==> config.mk <==
export PLATFORM = sky130hd
export DESIGN_NAME = serial_word_cmp
export DESIGN_NICKNAME = d
export VERILOG_FILES = /design/src/rtl/serial_word_cmp.sv
export SDC_FILE = /design/constraint.sdc
export NUM_CORES = 1
export LEC_CHECK = 0
export BUFFER_PORTS_ARGS = -buffer_cell sky130_fd_sc_hd__buf_2
export CORE_AREA = 2 2 39 41
export DETAILED_ROUTE_END_ITERATION = 8
export DIE_AREA = 0 0 41 43
export PLACE_DENSITY = 0.49
export SYNTH_ARGS = -nofsm -noshare
export SYNTH_HDL_FRONTEND = slang
export SYNTH_SLANG_ARGS = --single-unit
==> constraint.sdc <==
create_clock -name clk -period 1.4 [get_ports clk]
set_input_delay 0.14 -clock clk [delete_from_list [all_inputs] [get_ports clk]]
set_output_delay 0.14 -clock clk [all_outputs]
set_load 0.02 [all_outputs]
==> src/rtl/serial_word_cmp.sv <==
// ---------------------------------------------------------------------------
// serial_word_cmp
//
// Bit-serial word comparator. Two WIDTH-bit operands arrive one bit-pair per
// accepted beat, most significant bit first. Once WIDTH pairs have been
// accepted, the equality verdict is presented on a valid/ready result port.
// If magnitude support is built in, the greater/less verdicts are presented
// there as well.
//
// Build option:
//   CMP_MAG_EN  when defined, adds gt/lt accumulators and the res_gt/res_lt
//               ports. When undefined, only equality is computed.
//
// Ports:
//   clk        clock, all logic on the rising edge
//   rst_n      synchronous active-low reset
//   clr        synchronous abort of a partial compare or a pending result
//   bit_valid  a bit-pair is offered
//   bit_ready  block can accept a bit-pair (COLLECT state, out of reset)
//   bit_a      operand A bit, MSB first
//   bit_b      operand B bit, MSB first
//   bit_cnt    bit-pairs accepted in the current compare
//   res_valid  result available
//   res_ready  consumer takes the result
//   res_eq     A == B
//   res_gt     A > B  (CMP_MAG_EN only)
//   res_lt     A < B  (CMP_MAG_EN only)
// ---------------------------------------------------------------------------
module serial_word_cmp #(
   parameter int WIDTH = 4
) (
   input  logic                       clk,
   input  logic                       rst_n,
   input  logic                       clr,
   input  logic                       bit_valid,
   output logic                       bit_ready,
   input  logic                       bit_a,
   input  logic                       bit_b,
   output logic [$clog2(WIDTH+1)-1:0] bit_cnt,
   output logic                       res_valid,
   input  logic                       res_ready,
   output logic                       res_eq
`ifdef CMP_MAG_EN
   ,
   output logic                       res_gt,
   output logic                       res_lt
`endif
);

   localparam int CNT_W = $clog2(WIDTH+1);
   localparam logic [CNT_W-1:0] LAST_IDX = CNT_W'(WIDTH-1);
   localparam logic [CNT_W-1:0] FULL_CNT = CNT_W'(WIDTH);

   typedef enum logic {
      COLLECT = 1'b0,
      RESULT  = 1'b1
   } state_t;

   state_t           state_q, state_d;
   logic [CNT_W-1:0] bitCnt_q, bitCnt_d;
   logic             eqAcc_q, eqAcc_d;
   logic             resEq_q, resEq_d;
`ifdef CMP_MAG_EN
   logic             gtAcc_q, gtAcc_d;
   logic             ltAcc_q, ltAcc_d;
   logic             resGt_q, resGt_d;
   logic             resLt_q, resLt_d;
`endif
   logic             accept;

   // bit_ready is gated by rst_n, so no pair is taken while reset is asserted.
   // It rises in the first cycle after release because state is already COLLECT.
   assign bit_ready = rst_n & (state_q == COLLECT);
   assign accept    = bit_valid & bit_ready;
   assign res_valid = (state_q == RESULT);
   assign bit_cnt   = bitCnt_q;
   assign res_eq    = resEq_q;
`ifdef CMP_MAG_EN
   assign res_gt    = resGt_q;
   assign res_lt    = resLt_q;
`endif

   // Next-state logic.
   // clr takes priority over both a bit accept and a result handshake.
   // On the last accepted pair, the updated accumulators are copied straight
   // into the result registers, so the verdict appears one cycle after that
   // pair is accepted.
   // The magnitude verdict is decided by the first mismatching pair. That pair
   // is identified by eqAcc_q still being set when the mismatch arrives.
   // While a result is held, bit_cnt shows WIDTH, the number of pairs that
   // went into that result.
   always_comb begin
      state_d  = state_q;
      bitCnt_d = bitCnt_q;
      eqAcc_d  = eqAcc_q;
      resEq_d  = resEq_q;
`ifdef CMP_MAG_EN
      gtAcc_d  = gtAcc_q;
      ltAcc_d  = ltAcc_q;
      resGt_d  = resGt_q;
      resLt_d  = resLt_q;
`endif
      if (clr) begin
         state_d  = COLLECT;
         bitCnt_d = '0;
         eqAcc_d  = 1'b1;
`ifdef CMP_MAG_EN
         gtAcc_d  = 1'b0;
         ltAcc_d  = 1'b0;
`endif
      end else begin
         case (state_q)
            COLLECT: begin
               if (accept) begin
                  eqAcc_d = eqAcc_q & ~(bit_a ^ bit_b);
`ifdef CMP_MAG_EN
                  if (eqAcc_q && bit_a && !bit_b) begin
                     gtAcc_d = 1'b1;
                  end
                  if (eqAcc_q && !bit_a && bit_b) begin
                     ltAcc_d = 1'b1;
                  end
`endif
                  if (bitCnt_q == LAST_IDX) begin
                     state_d  = RESULT;
                     bitCnt_d = FULL_CNT;
                     resEq_d  = eqAcc_d;
`ifdef CMP_MAG_EN
                     resGt_d  = gtAcc_d;
                     resLt_d  = ltAcc_d;
`endif
                  end else begin
                     bitCnt_d = bitCnt_q + 1'b1;
                  end
               end
            end
            RESULT: begin
               if (res_ready) begin
                  state_d  = COLLECT;
                  bitCnt_d = '0;
                  eqAcc_d  = 1'b1;
`ifdef CMP_MAG_EN
                  gtAcc_d  = 1'b0;
                  ltAcc_d  = 1'b0;
`endif
               end
            end
            default: begin
               state_d = COLLECT;
            end
         endcase
      end
   end

   // State and data registers, with synchronous active-low reset.
   always_ff @(posedge clk) begin
      if (!rst_n) begin
         state_q  <= COLLECT;
         bitCnt_q <= '0;
         eqAcc_q  <= 1'b1;
         resEq_q  <= 1'b0;
`ifdef CMP_MAG_EN
         gtAcc_q  <= 1'b0;
         ltAcc_q  <= 1'b0;
         resGt_q  <= 1'b0;
         resLt_q  <= 1'b0;
`endif
      end else begin
         state_q  <= state_d;
         bitCnt_q <= bitCnt_d;
         eqAcc_q  <= eqAcc_d;
         resEq_q  <= resEq_d;
`ifdef CMP_MAG_EN
         gtAcc_q  <= gtAcc_d;
         ltAcc_q  <= ltAcc_d;
         resGt_q  <= resGt_d;
         resLt_q  <= resLt_d;
`endif
      end
   end

endmodule

==> flow_summary_export.csv, run 1 <==
group,metric,value,unit
timing,hold_viol_final,0,
cts,clock_path_buffers,2,
logic_synthesis,ys_top_cells_by_area,"dfxtp_1, ha_1, mux2_2",
cts,cts.sinks,6,
worst_setup_path,regToRegSetupSlack,260,ps
timing,tns,0,ps
cts,hold_buffers,0,
logic_synthesis,synthFlopType,"dfxtp_1",
layout,fill_cells,155,
floorplanning,start_util,21.52,%
cts,clk_pin_slew,50,ps
worst_setup_path,critPathKind,"flop to primary output",
cts,cts-htree-levels,1,
worst_setup_path,worst_ep_arrival_time,1040,ps
global_route,grt_pass1_vias,239,
hold_path,hold_end,"eqAcc_q$_SDFFE_PP1P_",
logic_synthesis,avgSynthCellArea,9.926,um2
route,routedWlPerCell,9.984,um
cts,cts_made_buffers,3,
floorplanning,core,0.001384,mm2
flow_run,max_cap_viol_count,0,
layout,area_delta_synth_final,34.45,%
logic_synthesis,synth_cell_types,18,
placed_design,gp_congestion,0.5837,
layout,fin_util,28.93,%
route,drc_errors,0,
power_and_ir_drop,powerDensity,952.9,mW/mm2
worst_setup_path,worst-r2r-cell-count,4,
worst_setup_path,cp.required,1260,ps
timing,finalCritPeriodShare,84.03,%
worst_setup_path,r2r-end,"bit_cnt[0]$_SDFFE_PP0P_",
cts,root_buffer,"clkbuf_4",
layout,drive_above_1_share,40.00,%
logic_synthesis,synthCells,30,
worst_setup_path,cp-end-kind,"primary output",
logic_synthesis,synth_edf_count,0,
global_route,track_usage,8.551,%
placed_design,place_ws,260.2,ps
global_route,antenna_found_initial,0,
placed_design,place_area,377.9,um2
cts,insertion_delay,250,ps
route,routed_wl,609,um
floorplanning,die_h,43,um
worst_setup_path,cp_max_fo,7,
logic_synthesis,synth_fp_nets,39,
floorplanning,fp.dieW,41,um
route,num_vias,263,
logic_synthesis,yosysWarnings,0,
logic_synthesis,synth-seq-cells,6,
timing,setup_viol,0,
timing,setup_ws,223.6,ps
floorplanning,ioPinCount,13,
logic_synthesis,synth_top_area_share,40.34,%
global_route,globalRouteOverflowTotal,0,
global_route,grt_max_degree,8,
placed_design,port_buffers,12,
power_and_ir_drop,peakVddDrop,446.7,uV
timing,fin_worst_skew,6.258,ps
logic_synthesis,yosysMostFrequentCell,"dfxtp_1",
power_and_ir_drop,total_power,381.5,uW
hold_path,hold_start,"clr",
route,dr.pass1.iters,2,
layout,nNetsFinal,56,
layout,final_cell_area,400.4,um2
hold_path,min_delay_path_depth,3,
logic_synthesis,async_flop_share,0,%
worst_setup_path,startpoint_type,"flop",
timing,worst_slew_pin_slew,272.2,ps
route,ant_nets,0,
layout,multiInputGateArea,173.9,um2
logic_synthesis,yosys.area.top_type,"dfxtp_1",
logic_synthesis,ys_top_cells_by_count,"dfxtp_1, nand2_1, nor2b_1",
cts,cts_resized,0,
logic_synthesis,ys_seq_area_share,40.34,%
placed_design,dp.final_hpwl,496.7,um
floorplanning,die_area,0.001763,mm2
timing,final.min_clock_period,1176,ps
timing,drv_slew,0,
cts,cts_tree,"done",
timing,relSlewSlack,81.82,%
timing,grt_setup_unrepaired,"false",
layout,register_area,120.1,um2
floorplanning,rows,14,
timing,max_freq,0.8500,GHz
layout,antennaDiodeCount,0,
route,vias_per_cell,4.311,
global_route,grt_pass1_wl,938,um
cts,post-cts-setup-buffers,0,
worst_setup_path,r2r_start,"bit_cnt[0]$_SDFFE_PP0P_",
power_and_ir_drop,leakagePower,0.0001875,uW
hold_path,min_path_type,"input port to flop",
logic_synthesis,netlist_area,297.8,um2
run_status,status,"finished, final reports clean",
route,drtIter0Drc,3,
layout make-up:
type,count,share of cell area (%)
multi-input cells,23,43.44
flip-flops and latches,6,30.00
repair buffers,12,15.00
clock buffers,3,5.625
well taps,16,5.000
inverters,1,0.9375
worst max-delay path, stage by stage, from the launching register on:
cell	delay [ps]
dfxtp_1	440
and2b_1	200
buf_2	150
sequential cells by signal, summed over array words and instances, names as in the netlist:
| register | flops |
|---|---|
| res_eq | 1 |
| bit_cnt | 3 |
| eqAcc_q | 1 |
| res_valid | 1 |
power breakdown:
group / switching [uW] / internal, uW
Sequential: 2.20 / 175
Combinational: 22.2 / 19.7
Clock: 65.7 / 97.2
Total: 90.1 / 291
cell usage in the layout (no fill, tap or decap):
| master | Yosys | final |
|---|---|---|
| nor2b_1 | 3 | 3 |
| o2bb2ai_1 | 1 | 1 |
| mux2_2 | 2 | 2 |
| mux2i_1 | 1 | 1 |
| nand2b_1 | 1 | 1 |
| nor2_1 | 2 | 2 |
| inv_1 | 1 | 1 |
| nand4bb_1 | 1 | 1 |
| a21oi_1 | 1 | 1 |
| xnor2_1 | 1 | 1 |
| nand2_1 | 3 | 3 |
| ha_1 | 2 | 2 |
| clkbuf_4 | 0 | 3 |
| o21ai_1 | 1 | 1 |
| buf_2 | 0 | 12 |
| a211oi_2 | 1 | 1 |
| a22o_1 | 1 | 1 |
| dfxtp_1 | 6 | 6 |
| and2b_1 | 1 | 1 |
| nand3_1 | 1 | 1 |
through the flow:
stage,hold WS (ps),std cells
floorplan,259.2,30
global placement,398.7,58
detailed placement,395.4,58
CTS,138.4,61
global route,152.7,61
finish,144.9,61
metal layers:
layer  track usage, %  wire [um]  up-vias  share of wire [%]
met5                0          0        -                  0
met4            4.000          0        0                  0
met3            7.853         78        0                 13
met2            10.94        234       14                 38
met1            9.385        296      114                 49
li1                 -          -      135                  -
how the worst max path moves through the flow:
stage / cells after the start / slack [ps] / from / endpoint
3_3_place_gp: 4 / 250 / bit_cnt[0]$_SDFFE_PP0P_ / bit_cnt[0]$_SDFFE_PP0P_
2_1_floorplan: 5 / 180 / bit_cnt[0]$_SDFFE_PP0P_ / res_valid$_SDFF_PP0_
4_1_cts: 2 / 210 / res_valid$_SDFF_PP0_ / bit_ready
5_1_grt: 2 / 160 / res_valid$_SDFF_PP0_ / bit_ready
3_5_place_dp: 4 / 260 / bit_cnt[0]$_SDFFE_PP0P_ / bit_cnt[0]$_SDFFE_PP0P_
6_report: 2 / 220 / res_valid$_SDFF_PP0_ / bit_ready
cell families (layout without fill, tap and decap cells):
logic type      after synthesis  after routing  synth area share [%]
buf+inv                       1             16                 1.259
xor+xnor                      1              1                 2.942
fa+ha+maj                     2              2                 8.402
mux                           3              3                 10.92
compound gates                5              5                 13.44
simple gates                 12             12                 22.69
flops                         6              6                 40.34
No activity file was read; power rests on OpenSTA's default activity.
==> inputs of run 2 (changes only) <==
Settings changed: ABC_AREA set to 1, PLACE_DENSITY 0.49 to 0.53.
Clock period 1.4 ns to 0.95 ns, I/O delays scaled along.
==> flow_summary_export.csv, run 2 <==
group,metric,value,unit
run_status,status,"complete, but fails checks",
run_status,violations,"setup timing",
timing,drv_slew,0,
logic_synthesis,avgSynthCellArea,7.154,um2
logic_synthesis,synth_fp_nets,55,
worst_setup_path,cp.required,1090,ps
worst_setup_path,startpoint_type,"flop",
layout,drive_above_1_share,52.31,%
cts,cts_tree,"done",
route,routedWlPerCell,9.284,um
route,dr.pass1.iters,2,
logic_synthesis,synthCells,46,
floorplanning,ioPinCount,13,
cts,root_buffer,"clkbuf_4",
route,ant_nets,0,
timing,fin_worst_skew,1.722,ps
timing,relSlewSlack,79.16,%
global_route,grt_max_degree,6,
worst_setup_path,critPathKind,"flop to flop",
logic_synthesis,netlist_area,329.1,um2
logic_synthesis,yosysWarnings,0,
worst_setup_path,worst_ep_arrival_time,1180,ps
logic_synthesis,synth_top_area_share,36.50,%
timing,hold_viol_final,0,
route,drtIter0Drc,3,
timing,finalCritPeriodShare,110.0,%
global_route,globalRouteOverflowTotal,0,
logic_synthesis,yosys.area.top_type,"dfxtp_1",
layout,mostFrequentLayoutCells,"nor2_1, buf_2, nand2_1, inv_1",
logic_synthesis,ys_top_cells_by_area,"dfxtp_1, nor2_1, nand2_1",
logic_synthesis,async_flop_share,0,%
timing,worst_slew_pin_slew,311.4,ps
floorplanning,start_util,23.78,%
floorplanning,fp.dieW,41,um
logic_synthesis,ys_seq_area_share,36.50,%
logic_synthesis,yosysMostFrequentCell,"nor2_1",
layout,largest_reg_flops,3,
timing,max_freq,0.9566,GHz
logic_synthesis,synth-seq-cells,6,
placed_design,gp_congestion,0.6952,
timing,final.min_clock_period,1045,ps
global_route,track_usage,10.45,%
floorplanning,die_area,0.001763,mm2
layout,fin_util,39.42,%
timing,setup_viol,5,
flow_run,max_cap_viol_count,0,
placed_design,dp.final_hpwl,583.3,um
route,drc_errors,0,
route,routed_wl,752,um
hold_path,min_path_type,"input port to flop",
layout,area_delta_synth_final,65.78,%
logic_synthesis,synthFlopType,"dfxtp_1",
power_and_ir_drop,peakVddDrop,396.1,uV
placed_design,place_ws,-121.1,ps
power_and_ir_drop,powerDensity,1096,mW/mm2
worst_setup_path,cp-end-kind,"flop",
route,num_vias,342,
cts,cts.sinks,6,
cts,cts_made_buffers,3,
power_and_ir_drop,leakagePower,0.0002470,uW
timing,grt_setup_unrepaired,"true",
floorplanning,die_h,43,um
worst_setup_path,cp_max_fo,2,
cts,clock_path_buffers,2,
global_route,grt_pass1_wl,1138,um
floorplanning,rows,14,
cts,cts-htree-levels,1,
global_route,antenna_found_initial,0,
layout,antennaDiodeCount,0,
cts,clk_pin_slew,50,ps
logic_synthesis,synth_cell_types,16,
floorplanning,core,0.001384,mm2
placed_design,port_buffers,12,
route,vias_per_cell,4.222,
global_route,grt_pass1_vias,303,
logic_synthesis,synth_edf_count,0,
timing,setup_ws,-95.33,ps
logic_synthesis,ys_top_cells_by_count,"nor2_1, nand2_1, dfxtp_1, inv_1",
layout,nNetsFinal,75,
cts,insertion_delay,250,ps
run 2: layer usage:
| metal | vias to the layer above | track usage (%) | routed length (um) |
|---|---|---|---|
| met5 | - | 0 | 0 |
| met4 | 0 | 6.000 | 14 |
| met3 | 2 | 7.853 | 46 |
| met2 | 10 | 15.31 | 380 |
| met1 | 147 | 10.00 | 310 |
| li1 | 183 | - | - |
run 2: worst paths after layout:
| kind | start | endpoint | slack (ps) | depth (start not counted) |
|---|---|---|---|---|
| worst max-delay path | bit_cnt[1]$_SDFFE_PP0P_ | bit_cnt[2]$_SDFFE_PP0P_ | -100 | 4 |
| worst min-delay path | rst_n | res_eq$_SDFFE_PN0P_ | 120 | 3 |
| worst max register to register | bit_cnt[1]$_SDFFE_PP0P_ | bit_cnt[2]$_SDFFE_PP0P_ | -100 | 4 |
| worst min register to register | eqAcc_q$_SDFFE_PP1P_ | eqAcc_q$_SDFFE_PP1P_ | 470 | 2 |
run 2: worst max-delay path: stages (launching register included):
cell and delay (ps):
dfxtp_4 350, ha_4 160, ha_4 240, nor2_1 30
o21a_1 160
run 2: per-stage QoR:
step | TNS [ps] | total power [uW] | hold slack, ps | instances | cell area, um2
after detailed placement | -318.1 | 324.0 | 361.5 | 76 | 459.2
after global placement | -249.1 | 323.4 | 359.5 | 76 | 459.2
after CTS | -261.8 | 615.4 | 105.9 | 81 | 541.8
final | -204.9 | 598.1 | 117.6 | 81 | 545.5
after floorplan | -260.8 | 294.7 | 215.4 | 46 | 364.1
after global routing | -571.7 | 642.9 | 123.0 | 81 | 545.5
run 2: logic make-up (layout without fill, tap and decap cells):
family | Yosys count | count (layout) | synth area share, %
and+or+nand+nor | 26 | 26 | 38.79
buffers and inverters | 7 | 26 | 7.986
DFF | 6 | 6 | 36.50
AOI/OAI and AO/OA | 5 | 5 | 9.126
adders and majority gates | 2 | 2 | 7.603
run 2: report_power, final:
part,total [uW],switching (uW),internal (uW)
Sequential,253,2.28,251
Combinational,85.8,47.3,38.4
Clock,259,99.8,160
run 2: layout make-up:
cell class	instances	area, um2
Clock buffer	4	26.28
Fill cell	151	838.3
Inverter	7	26.28
Multi-Input combinational cell	33	241.5
Sequential cell	6	130.1
Tap cell	16	20.02
Timing Repair Buffer	15	101.3
run 2: repair_timing:
action | in CTS | in global routing
hold buffers | 0 | 0
pin swaps | 7 | 0
endpoints found under the setup margin | 7 | 8
resized for setup | 12 | 1
buffers inserted | 1 | 0
